`config.mk`:
```
export PLATFORM = sky130hd
export DESIGN_NAME = alu_instr_sequencer
export DESIGN_NICKNAME = d
export VERILOG_FILES = /design/src/rtl/alu_instr_sequencer.sv
export SDC_FILE = /design/constraint.sdc
export NUM_CORES = 1
export LEC_CHECK = 0
export ABC_AREA = 0
export ABC_CLOCK_PERIOD_IN_PS = 1860
export CORE_UTILIZATION = 57
export CTS_CLUSTER_SIZE = 30
export DETAILED_ROUTE_END_ITERATION = 8
export DONT_BUFFER_PORTS = 1
export GPL_ROUTABILITY_DRIVEN = 0
export PLACE_DENSITY = 0.85
export RECOVER_POWER = 50
export SYNTH_ARGS = -nofsm -noshare
export SYNTH_HDL_FRONTEND = slang
export SYNTH_SLANG_ARGS = --single-unit
```
`constraint.sdc`:
```
create_clock -name Clock -period 1.86 [get_ports Clock]
set_input_delay 0.372 -clock Clock [delete_from_list [all_inputs] [get_ports Clock]]
set_output_delay 0.372 -clock Clock [all_outputs]
set_load 0.02 [all_outputs]
```
`src/rtl/alu_instr_sequencer.sv`:
```
// rtl/alu_instr_sequencer.sv - hardwired fetch/decode/execute control FSM for the phase-1 DataPath
//
// Moore control unit. It fetches each instruction, decodes the register-format
// ALU opcodes, then sequences execute and write-back by driving the DataPath strobes.
// Ports:
//   Clock, Clear           clock; asynchronous active-high reset
//   Run                    1 = keep executing, 0 = stop at the next instruction boundary
//   MemDone                memory read data valid (sampled in T1)
//   IR[31:0]               instruction register contents from DataPath
//   PCout..LOin            single-bit datapath strobes
//   Rout[15:0], Rin[15:0]  one-hot register bus-out / bus-in selects
//   AluOp[12:0]            one-hot {ADD,SUB,SHR,SHRA,SHL,ROR,ROL,AND,OR,MUL,DIV,NEG,NOT}
//   Done, Halted, Illegal  status; MemTimeout is sticky until Clear
module alu_instr_sequencer #(
    parameter int MEM_WAIT_MAX = 15
) (
    input  logic        Clock,
    input  logic        Clear,
    input  logic        Run,
    input  logic        MemDone,
    input  logic [31:0] IR,
    output logic        PCout,
    output logic        PCin,
    output logic        IncPC,
    output logic        MARin,
    output logic        MDRin,
    output logic        MDRout,
    output logic        Read,
    output logic        IRin,
    output logic        Yin,
    output logic        Zin,
    output logic        Zhighout,
    output logic        Zlowout,
    output logic        HIin,
    output logic        LOin,
    output logic [15:0] Rout,
    output logic [15:0] Rin,
    output logic [12:0] AluOp,
    output logic        Done,
    output logic        Halted,
    output logic        Illegal,
    output logic        MemTimeout
);

    localparam int WCW = $clog2(MEM_WAIT_MAX + 1);

    typedef enum logic [3:0] {
        S_IDLE, S_T0, S_T1, S_T2, S_T3, S_T4, S_T5, S_T6, S_HALT
    } state_t;

    localparam logic [12:0] OP_ADD  = 13'h1000;
    localparam logic [12:0] OP_SUB  = 13'h0800;
    localparam logic [12:0] OP_SHR  = 13'h0400;
    localparam logic [12:0] OP_SHRA = 13'h0200;
    localparam logic [12:0] OP_SHL  = 13'h0100;
    localparam logic [12:0] OP_ROR  = 13'h0080;
    localparam logic [12:0] OP_ROL  = 13'h0040;
    localparam logic [12:0] OP_AND  = 13'h0020;
    localparam logic [12:0] OP_OR   = 13'h0010;
    localparam logic [12:0] OP_MUL  = 13'h0008;
    localparam logic [12:0] OP_DIV  = 13'h0004;
    localparam logic [12:0] OP_NEG  = 13'h0002;
    localparam logic [12:0] OP_NOT  = 13'h0001;

    state_t           state, state_nxt;
    logic [WCW-1:0]   wait_cnt;
    logic             mem_timeout;
    logic             wait_hit;

    logic [4:0]       opcode;
    logic [3:0]       ra, rb, rc;
    logic [12:0]      alu_sel;
    logic             is_alu, is_unary, is_muldiv, is_nop, is_halt;
    logic             unused_ir_bits;

    assign opcode         = IR[31:27];
    assign ra             = IR[26:23];
    assign rb             = IR[22:19];
    assign rc             = IR[18:15];
    assign unused_ir_bits = ^IR[14:0];

    // Instruction decode; only meaningful from T3 onward, once IR holds the fetched word.
    always_comb begin
        alu_sel   = '0;
        is_alu    = 1'b1;
        is_unary  = 1'b0;
        is_muldiv = 1'b0;
        is_nop    = 1'b0;
        is_halt   = 1'b0;
        case (opcode)
            5'b00011: alu_sel = OP_ADD;
            5'b00100: alu_sel = OP_SUB;
            5'b00101: alu_sel = OP_AND;
            5'b00110: alu_sel = OP_OR;
            5'b00111: alu_sel = OP_SHR;
            5'b01000: alu_sel = OP_SHRA;
            5'b01001: alu_sel = OP_SHL;
            5'b01010: alu_sel = OP_ROR;
            5'b01011: alu_sel = OP_ROL;
            5'b01111: begin alu_sel = OP_MUL; is_muldiv = 1'b1; end
            5'b10000: begin alu_sel = OP_DIV; is_muldiv = 1'b1; end
            5'b10001: begin alu_sel = OP_NEG; is_unary  = 1'b1; end
            5'b10010: begin alu_sel = OP_NOT; is_unary  = 1'b1; end
            5'b11010: begin is_alu = 1'b0; is_nop  = 1'b1; end
            5'b11011: begin is_alu = 1'b0; is_halt = 1'b1; end
            default:  is_alu = 1'b0;
        endcase
    end

    // Last allowed stalled T1 cycle: the counter already holds MEM_WAIT_MAX-1 stalls.
    assign wait_hit = (wait_cnt == WCW'(MEM_WAIT_MAX - 1));

    always_ff @(posedge Clock or posedge Clear) begin
        if (Clear) begin
            state       <= S_IDLE;
            wait_cnt    <= '0;
            mem_timeout <= 1'b0;
        end else begin
            state <= state_nxt;
            if (state == S_T1 && !MemDone) begin
                wait_cnt <= wait_cnt + 1'b1;
                if (wait_hit)
                    mem_timeout <= 1'b1;
            end else begin
                wait_cnt <= '0;
            end
        end
    end

    always_comb begin
        state_nxt = state;
        PCout     = 1'b0;
        PCin      = 1'b0;
        IncPC     = 1'b0;
        MARin     = 1'b0;
        MDRin     = 1'b0;
        MDRout    = 1'b0;
        Read      = 1'b0;
        IRin      = 1'b0;
        Yin       = 1'b0;
        Zin       = 1'b0;
        Zhighout  = 1'b0;
        Zlowout   = 1'b0;
        HIin      = 1'b0;
        LOin      = 1'b0;
        Rout      = '0;
        Rin       = '0;
        AluOp     = '0;
        Done      = 1'b0;
        Illegal   = 1'b0;
        Halted    = 1'b0;
        case (state)
            S_IDLE: begin
                if (Run)
                    state_nxt = S_T0;
            end
            S_T0: begin
                PCout     = 1'b1;
                MARin     = 1'b1;
                IncPC     = 1'b1;
                Zin       = 1'b1;
                state_nxt = S_T1;
            end
            S_T1: begin
                // PCin repeats while stalled; Z still holds PC+1 so it is harmless.
                Zlowout = 1'b1;
                PCin    = 1'b1;
                Read    = 1'b1;
                MDRin   = 1'b1;
                if (MemDone)
                    state_nxt = S_T2;
                else if (wait_hit)
                    state_nxt = S_HALT;
            end
            S_T2: begin
                MDRout    = 1'b1;
                IRin      = 1'b1;
                state_nxt = S_T3;
            end
            S_T3: begin
                if (is_halt) begin
                    state_nxt = S_HALT;
                end else if (is_nop) begin
                    Done      = 1'b1;
                    state_nxt = Run ? S_T0 : S_IDLE;
                end else if (!is_alu) begin
                    Illegal   = 1'b1;
                    Done      = 1'b1;
                    state_nxt = Run ? S_T0 : S_IDLE;
                end else if (is_unary) begin
                    Rout      = 16'd1 << rb;
                    AluOp     = alu_sel;
                    Zin       = 1'b1;
                    state_nxt = S_T5;
                end else begin
                    Rout      = 16'd1 << rb;
                    Yin       = 1'b1;
                    state_nxt = S_T4;
                end
            end
            S_T4: begin
                Rout      = 16'd1 << rc;
                AluOp     = alu_sel;
                Zin       = 1'b1;
                state_nxt = S_T5;
            end
            S_T5: begin
                Zlowout = 1'b1;
                if (is_muldiv) begin
                    LOin      = 1'b1;
                    state_nxt = S_T6;
                end else begin
                    Rin       = 16'd1 << ra;
                    Done      = 1'b1;
                    state_nxt = Run ? S_T0 : S_IDLE;
                end
            end
            S_T6: begin
                Zhighout  = 1'b1;
                HIin      = 1'b1;
                Done      = 1'b1;
                state_nxt = Run ? S_T0 : S_IDLE;
            end
            S_HALT: begin
                Halted = 1'b1;
            end
            default: state_nxt = S_IDLE;
        endcase
    end

    assign MemTimeout = mem_timeout;

endmodule

```
==> results of run 1 <==
metrics by stage:
step	util (%)	setup TNS [ns]	instances	instance area, sq um
floorplan	-	-1.25	178	1410
detailed placement	87.2	-2.61	242	1730
global placement	87.2	-0.551	242	1730
logic make-up after synthesis:
| group | share of synthesized area (%) |
|---|---|
| xor+xnor | 2.18 |
| flops | 18.7 |
| fa+ha+maj | 2.08 |
| compound gates | 21.5 |
| simple gates | 47.8 |
| buf+inv | 7.69 |
Yosys cell counts (3+ instances only):
cell,count,area (sq um)
nor2_1,36,135
o22ai_1,18,113
nand2b_1,16,100
nand2_1,12,45.0
nor3_1,12,60.1
dfrtp_1,9,225
buf_4,7,52.6
a21oi_1,5,25.0
nand3_1,5,25.0
nand4_1,4,25.0
inv_1,3,11.3
nand3b_1,3,22.5
nor2b_1,3,18.8
nor4_1,3,18.8
o21ai_0,3,15.0
or2_1,3,18.8
or2_2,3,18.8
==> results.yml, run 1 <==
yosys:
  yosys_most_used_dff: "dfrtp_1"
  syn_nets: 216
  syn-cell-area_sq_um: 1200
  ys.warnings.count: 0
  syn_area_per_cell_sq_um: 6.76
  synth_cells: 178
  ys_seq_area_share_pct: 18.7
  synthArstFlopShare_pct: 100
  ys_types: 40
  synth_edf_count: 0
  synth_seq_cells: 9
placed_design:
  io_buffer_count: 0
  dpl_worst_slack_ns: -0.167
  place.detailed.hpwl_mm: 3.46
clock_tree:
  hold_buffers: 1
  clk_path_buf_depth: 2
  clockRootBuffer: "clkbuf_4"
  postCtsResizedCells: 56
  cts_sinks: 9
  cts_setup_buffers: 8
  htree_levels: 1
  numCtsBuffers: 3
outcome:
  lastStage: "clock tree synthesis"
  status: "did not finish"
  error: "[ERROR DPL-0038] Utilization greater than 100%, impossible to legalize"
floorplan:
  start_util_pct: 60.7
  dieWidth_microns: 48.0
  die_h_microns: 48.0
  fp-row-count: 16
  pin_count: 99
==> run 2: changes to the inputs <==
Settings changed: ABC_CLOCK_PERIOD_IN_PS 1860 to 2420, CORE_AREA set to 2 2 63 65, CORE_UTILIZATION 57 to not set, CTS_CLUSTER_SIZE 30 to not set, DIE_AREA set to 0 0 65 67, PLACE_DENSITY 0.85 to not set, PLACE_DENSITY_LB_ADDON set to 0.15.
Clock period 1.86 ns to 2.42 ns, I/O delays scaled along.
==> run 2 against run 1 <==
Compared with the run above:
- the run now ends clean
- synthesized cell count did not move
- area after synthesis did not move
==> results.yml, run 2 <==
yosys:
  synth_edf_count: 0
  ys_types: 40
  synth_top_area_share_pct: 18.7
  synth_seq_cells: 9
  syn-cell-area_sq_um: 1200
  synth_common_cells: "nor2_1 (36), o22ai_1 (18), nand2b_1 (16)"
  yosys_most_used_dff: "dfrtp_1"
  synth.area.top_cells: "dfrtp_1 (19%), nor2_1 (11%), o22ai_1 (9.4%)"
  ys.warnings.count: 0
  ys_seq_area_share_pct: 18.7
  syn_area_per_cell_sq_um: 6.76
  synth_cells: 178
  post-synth-top-count-cell: "nor2_1"
  yosysTopAreaCell: "dfrtp_1"
  syn_nets: 216
  synthArstFlopShare_pct: 100
setup_path:
  worstSetupEndpointType: "output pin"
  critPathKind: "flop to output pin"
  crit_arrival_ns: 1.88
  reg2reg_slack_ns: 0.76
  timing.rr.end: "state[1]"
  start_kind: "flop"
  r2r_cells: 7
  required_ns: 1.94
  r2r-start: "state[0]"
  crit_fanout: 5
floorplan:
  die_h_microns: 67
  core_sq_um: 3610
  dieWidth_microns: 65
  start_util_pct: 33.4
  fp-row-count: 22
  pin_count: 99
  dieArea_sq_um: 4360
pwr:
  power.leakage_uw: 0.000675
  peakVddDrop_v: 0.000270
  p_per_area_nw_per_um2: 656
global_route:
  grt_pass1_vias: 1340
  track_usage_pct: 16.9
  gr-max-usage-layer: "met2"
  globalRouteMet1Util_pct: 21.4
  use_met3_pct: 3.21
  grt_pass1_wl_mm: 5.93
  grt_overflow: 0
  antenna_found_initial: 0
  grt_max_degree: 15
  use_met2_pct: 28.5
sta:
  max_clock_freq_ghz: 0.423
  slew_headroom_pct: 72.4
  post-route-period-util_pct: 97.7
  setup_viol: 0
  hold_viol: 0
  fin_skew_ns: 0.00634
  rsz0062_at_grt: "yes"
  final_max_slew_viol_count: 0
  fin_ws_ns: 0.0562
  tightest_slew_ns: 0.412
  finalWorstPathRequiredPeriod_ns: 2.36
placed_design:
  place.detailed.hpwl_mm: 3.12
  dpl_worst_slack_ns: 0.169
  io_buffer_count: 0
  placed_area_sq_um: 1530
routing:
  dr.pass1.iters: 4
  antenna_left: 0
  wl_per_cell_microns: 14.7
  drc_errors: 0
  via_per_inst: 5.43
  drt_iter0_drc: 91
  wirelength_mm: 3.87
  route.vias.total: 1433
clock_tree:
  clk_path_buf_depth: 2
  cts_tree: "done"
  clk_latency_ns: 0.24
  clockRootBuffer: "clkbuf_8"
  cts_sinks: 9
  hold_buffers: 0
  htree_levels: 1
  clkTransAtPathRegs_ns: 0.05
  numCtsBuffers: 3
outcome:
  status: "complete, no violations"
final_layout:
  drive_gt1_share_pct: 29.6
  final_common_cell: "buf_4"
  finish.instance_area_sq_um: 1620
  area_growth_pct: 34.2
  diodes: 0
  nNetsFinal: 255
  num-fill-cells: 378
  final_cell_mix: "buf_4 (46), nor2_1 (36), o22ai_1 (18)"
flow_run:
  maxCapViolCount: 0
min_path:
  worstHoldPathType: "input pin to async pin"
run 2: layer usage:
layer	vias to the layer above	wire length (microns)
li1	722	-
met5	-	0
met1	661	1600
met3	4	289
met4	0	25
met2	46	1960
run 2: worst max-delay path by stage:
stage / from / to / cells after the start
detailed placement: IR[31] / Rin[3] / 5
floorplan: IR[31] / Rin[8] / 5
global route: state[0] / Rin[5] / 4
global placement: IR[31] / Rin[3] / 5
CTS: state[0] / Rin[8] / 5
finish: state[1] / Rout[3] / 5
run 2: critical path: stages, from the launching register on:
cell and delay [ns]:
dfrtp_1 0.37, nand2b_2 0.25, or2_4 0.28, or3_4 0.36, o22ai_1 0.20, buf_4 0.17
run 2: metrics by stage:
stage	hold slack (ns)	cells	total power (uW)	setup TNS (ns)	util (%)
after detailed placement	0.362	260	839	0	42.5
after floorplan	0.312	178	736	0	-
after global placement	0.343	260	828	0	42.5
after CTS	0.107	264	1030	-0.117	43.9
after global routing	0.121	264	1130	-0.0241	44.8
final	0.0936	264	1060	0	44.8
run 2: cell type report:
type / instances / area (sq um) / share of cell area [%]
clock buffers: 4 / 45.0 / 2.79
inverters: 3 / 11.3 / 0.697
multi-input cells: 154 / 928 / 57.5
flip-flops and latches: 9 / 225 / 13.9
well taps: 48 / 60.1 / 3.72
repair buffers: 46 / 345 / 21.4
run 2: timing repair:
action / 4_1_cts / 5_1_grt
gates resized for setup: 1 / 7
pin swaps: 0 / 0
endpoints found under the setup margin: 10 / 40
buffers inserted: 0 / 0
run 2: report_power, final:
group | switching [uW] | internal (uW)
Clock | 66.4 | 115
Combinational | 417 | 237
Sequential | 36.8 | 187
Total | 520 | 540
run 2: cells by family after synthesis:
logic type                 Yosys count  share of synthesized area (%)
xor gates and xnor gates             3                           2.18
AOI/OAI and AO/OA                   38                           21.5
and+or+nand+nor                    111                           47.8
buffers and inverters               15                           7.69
adders and majority gates            2                           2.08
DFF                                  9                           18.7
(Power assumes the default switching activity.)
==> RTL edit 1: new RTL, flow settings as in run 2 <==
The parameter `MEM_WAIT_MAX` goes from 15 to 30.
--- a/src/rtl/alu_instr_sequencer.sv
+++ b/src/rtl/alu_instr_sequencer.sv
@@ -13,5 +13,5 @@
 //   Done, Halted, Illegal  status; MemTimeout is sticky until Clear
 module alu_instr_sequencer #(
-    parameter int MEM_WAIT_MAX = 15
+    parameter int MEM_WAIT_MAX = 30
 ) (
     input  logic        Clock,
Formal check against the unedited RTL: no difference found for any inputs over 10 cycles, from zero or initial values; that may be too few to reach the edited logic, so the function may still have changed.
==> RTL edit 1 against run 2 <==
  * Sequential cell count rose by 1
  * Worst setup slack improved by 0.017 ns
  * Hold slack improved by 0.028 ns
  * Design area rose by 12%
  * Wire length rose by 4.4%
  * Clock power fell by 11%
  * Synthesized cell count rose by 9.0%
  * Register-to-register slack got worse by 0.29 ns
  * Area after synthesis rose by 15%
  * Power rose by 10%
  * Largest cell class unchanged
==> RTL edit 1: results (changes against run 2) <==
outcome=finished, final reports clean (unchanged); largest net degree at the start of global routing=12 (was 15); global-route wire length before repair=6310 um (was 5930 um); reg2reg start=state[2]$_DFFE_PP0P_ (was state[0]$_DFFE_PP0P_); Post-CTS Resized=1 (unchanged); clk_skew=0.000425 ns (was 0.00634 ns); commonest cells in the netlist=nor2_1, nand2_1, nand2b_1, dfrtp_1, nor3_1 (was nor2_1, o22ai_1, nand2b_1, nand2_1, nor3_1); Worst setup endpoint=Rin[8] (was Rout[3]); Max clock buf depth=2 (unchanged); buffering overhead=21.3% (was 21.4%); Slew HR=42.3% (was 72.4%); #MultiIn Comb=163 (was 154); Pre-Repair DR Iteration Count=4 (unchanged); depth of the most critical reg-to-reg path=6 (was 7); vias in the first global route=1405 (was 1340); H-tree levels=1 (unchanged); Peak supply drop=0.000403 V (was 0.000270 V); unique cell type count in the Yosys netlist=51 (was 40); critical path type=input port to output port (was flop to output port); postcts setup bufs=0 (unchanged); HPWL after detailed placement=3330 um (was 3120 um); Port Buf Inserts=0 (unchanged); Clock buf/inv share=2.29% (was 2.79%); max reg flops=5; sequential share of the synthesized area=18.1% (was 18.7%); 1st-iter DRT viols=101 (was 91); most common flop cell mapped by yosys=dfrtp_1 (unchanged); post-synth net total=232 (was 216); clk_lat worst skew=0.23 ns; Pleak=0.791 nW (was 0.675 nW); Psw=0.590 mW (was 0.520 mW); ant diodes=0 (unchanged); Setup crit start=IR[30] (was state[1]$_DFFE_PP0P_); most flop-heavy register=wait_cnt; DR vias=1546 (was 1433); Signal buffers=54 (was 46); gr usage total=18.1% (was 16.9%); Combinational Power Share=62.6% (was 61.7%); peak fanout along the critical path=11 (was 5); asr flop ratio synth=100% (unchanged); fillcell total=394 (was 378); nets=275 (was 255); routed len/inst=14.3 um (was 14.7 um); number of CTS-inserted buffers=3 (unchanged); layout cell share with drive strength beyond 1=32.8% (was 29.6%); total clock sinks=10 (was 9); Arrival @ worst endpoint=1.86 ns (was 1.88 ns); Synth area leaders=dfrtp_1, nor2_1, nand2b_1, nand2_1, nor3_1 (was dfrtp_1, nor2_1, o22ai_1, nand2b_1, nor3_1); R2R setup slack=0.47 ns (was 0.76 ns); R2R Path End=state[1]$_DFFE_PP0P_ (unchanged); CTS Root Cell=clkbuf_8 (unchanged); nonclk inv count=5 (was 3); initial antenna violation count=0 (unchanged); Seq area share=13.9% (about the same); multi-input combinational area share=58.2% (was 57.5%)
==> RTL edit 1: logic make-up after synthesis <==
family                   after synthesis  share of synthesized area [%]
buffers and inverters                 21                           9.39
XOR/XNOR                               5                           3.16
adder cells (fa/ha/maj)                2                           1.80
AND/OR/NAND/NOR                      115                           46.1
AO/OA/AOI/OAI                         41                           21.5
flip-flops                            10                           18.1
==> RTL edit 1: per-stage QoR <==
| step | area (um^2) | worst slack [ns] | setup TNS (ns) | hold slack [ns] | instances |
|---|---|---|---|---|---|
| 2_1_floorplan | 1390 | -0.0299 | -0.113 | 0.324 | 194 |
| 3_3_place_gp | 1760 | 0.112 | 0 | 0.365 | 280 |
| 3_5_place_dp | 1760 | 0.101 | 0 | 0.379 | 280 |
| 4_1_cts | 1800 | 0.00238 | 0 | 0.132 | 283 |
| 5_1_grt | 1810 | 0.00600 | 0 | 0.135 | 283 |
| 6_report | 1810 | 0.0727 | 0 | 0.121 | 283 |
==> RTL edit 1: power groups by stage <==
stage | Sequential (mW) | Clock (mW) | Combinational, mW
2_1_floorplan | 0.222 | 0 | 0.652
3_3_place_gp | 0.262 | 0 | 0.742
3_5_place_dp | 0.265 | 0 | 0.750
4_1_cts | 0.263 | 0.169 | 0.754
5_1_grt | 0.283 | 0.182 | 0.814
6_report | 0.275 | 0.162 | 0.732
==> RTL edit 1: worst max-delay path, stage by stage <==
cell	delay, ns
and3_4	0.17
a22oi_4	0.23
nor4b_4	0.24
buf_4	0.17
nand3b_1	0.15
nor3_1	0.23
buf_4	0.19
==> RTL edit 1: routing by layer <==
metal	vias to the layer above	share of wire (%)	GRT usage, %
met5	-	0	0
met4	0	0.12	3.19
met3	2	9.4	4.22
met2	58	50	34.7
met1	712	41	20.3
li1	774	-	-
==> RTL edit 2: new RTL, config.mk and constraints of run 2 <==
Without the edit above. The 9 states of `state_t` get a Gray code encoding in 4 bits.
--- a/src/rtl/alu_instr_sequencer.sv
+++ b/src/rtl/alu_instr_sequencer.sv
@@ -46,5 +46,5 @@
 
     typedef enum logic [3:0] {
-        S_IDLE, S_T0, S_T1, S_T2, S_T3, S_T4, S_T5, S_T6, S_HALT
+        S_IDLE = 4'b0000, S_T0 = 4'b0001, S_T1 = 4'b0011, S_T2 = 4'b0010, S_T3 = 4'b0110, S_T4 = 4'b0111, S_T5 = 4'b0101, S_T6 = 4'b0100, S_HALT = 4'b1100
     } state_t;
 
Function: same outputs for any inputs over 10 cycles, from zero or initial values; not proved beyond that.
==> RTL edit 2 against run 2 <==
  * Via count is 18% higher
  * Global-route usage grew 2.2 points
  * Worst setup slack lost 0.039 ns
  * Power is 19% higher
  * Sequential cell count unchanged
  * First-iteration DRC count shrank 11%
  * Critical path depth unchanged
  * Clock skew is 0.0052 ns lower
  * Design area rose by 15%
  * Cell count grew 11%
  * Wire length grew 13%
  * Area after synthesis increased by 20%
  * Critical endpoint is now Rin[0]
  * Largest power group unchanged
==> RTL edit 2: results (changes against run 2) <==
layout cell share with drive strength beyond 1=30.3% (was 29.6%); sw frac=49.6% (was 49.0%); fillcell total=386 (was 378); final setup margin=0.0170 ns (was 0.0562 ns); Peak supply drop=0.000238 V (was 0.000270 V); peak fanout along the critical path=7 (was 5); Detailed Route WL=4370 um (was 3870 um); Slew HR=73.5% (was 72.4%); met1 GRT Util=26.8% (was 21.4%); nets=283 (was 255); Combinational Power Share=66.6% (was 61.7%); outcome=finished, final reports clean (unchanged); dpl ws=0.148 ns (was 0.169 ns); routed len/inst=15.0 um (was 14.7 um); Min-Delay Path Class=input port to asynchronous set/reset pin (unchanged); Avg Cell Area, Syn=6.65 um^2 (was 6.76 um^2); clk_skew=0.00109 ns (was 0.00634 ns); commonest cells in the netlist=nor2_1, nand2_1, nand3_1, o21ai_1, nor3_1 (was nor2_1, o22ai_1, nand2b_1, nand2_1, nor3_1); unique cell type count in the Yosys netlist=53 (was 40); Flop pwr share=19.9% (was 21.2%); Psw=0.625 mW (was 0.520 mW); CP max-delay cell=or3b_4 (was dfrtp_1); Post-Place Cell Area=1670 um^2 (was 1530 um^2); 1st-iter DRT viols=81 (was 91); post-synth net total=256 (was 216); DR vias=1688 (was 1433); Pleak=0.703 nW (was 0.675 nW); global-route wire length before repair=6770 um (was 5930 um); Top Family by Delay on Critical Path=simple AND/OR/NAND/NOR gates (unchanged); Compound-Gate Fraction of Synth Area=22.2% (was 21.5%); Synth area leaders=dfrtp_1, nor2_1, nand2_1, nand3_1, o21ai_1 (was dfrtp_1, nor2_1, o22ai_1, nand2b_1, nor3_1); met3 WL=345 um (was 289 um); met2 Resource Use GR=31.3% (was 28.5%); depth of the most critical reg-to-reg path=6 (was 7); Setup crit start=state[3]$_DFFE_PP0P_ (was state[1]$_DFFE_PP0P_); CP peak stage delay=0.46 ns (was 0.37 ns); met3 GRT Util=2.53% (was 3.21%); vias in the first global route=1476 (was 1340); Detail Route met2 WL=2010 um (was 1960 um); R2R setup slack=0.69 ns (was 0.76 ns); M1 WL=1990 um (was 1600 um); HPWL after detailed placement=3350 um (was 3120 um); largest net degree at the start of global routing=17 (was 15); Arrival @ worst endpoint=1.92 ns (was 1.88 ns)
RTL edit 2: changes by cell type after synthesis, moves of 4 or more:
cell,delta
nand2b_1,-8
o22ai_1,-17
o21ai_1,+17
inv_1,+5
nor2b_1,+4
nand3_1,+12
nand2_1,+16
RTL edit 2: layout make-up:
cell class	instances	area (um^2)	share of cell area, %
clock buffers	4	45.0	2.43
inverters	8	30.0	1.62
multi-input cells	185	1200	64.8
flip-flops and latches	9	229	12.3
well taps	48	60.1	3.23
repair buffers	38	289	15.6
RTL edit 2: repair_timing:
action,4_1_cts,5_1_grt
hold buffers,0,0
resized for setup,6,17
endpoints found under the hold margin,0,0
cloned,0,0
buffers inserted,0,4
endpoints found under the setup margin,20,28
pin swaps,0,1
RTL edit 2: kinds of logic after synthesis:
kind of cell | count (synthesis)
fa+ha+maj | 2
compound gates | 45
buf+inv | 24
flops | 9
simple gates | 135
xor+xnor | 3
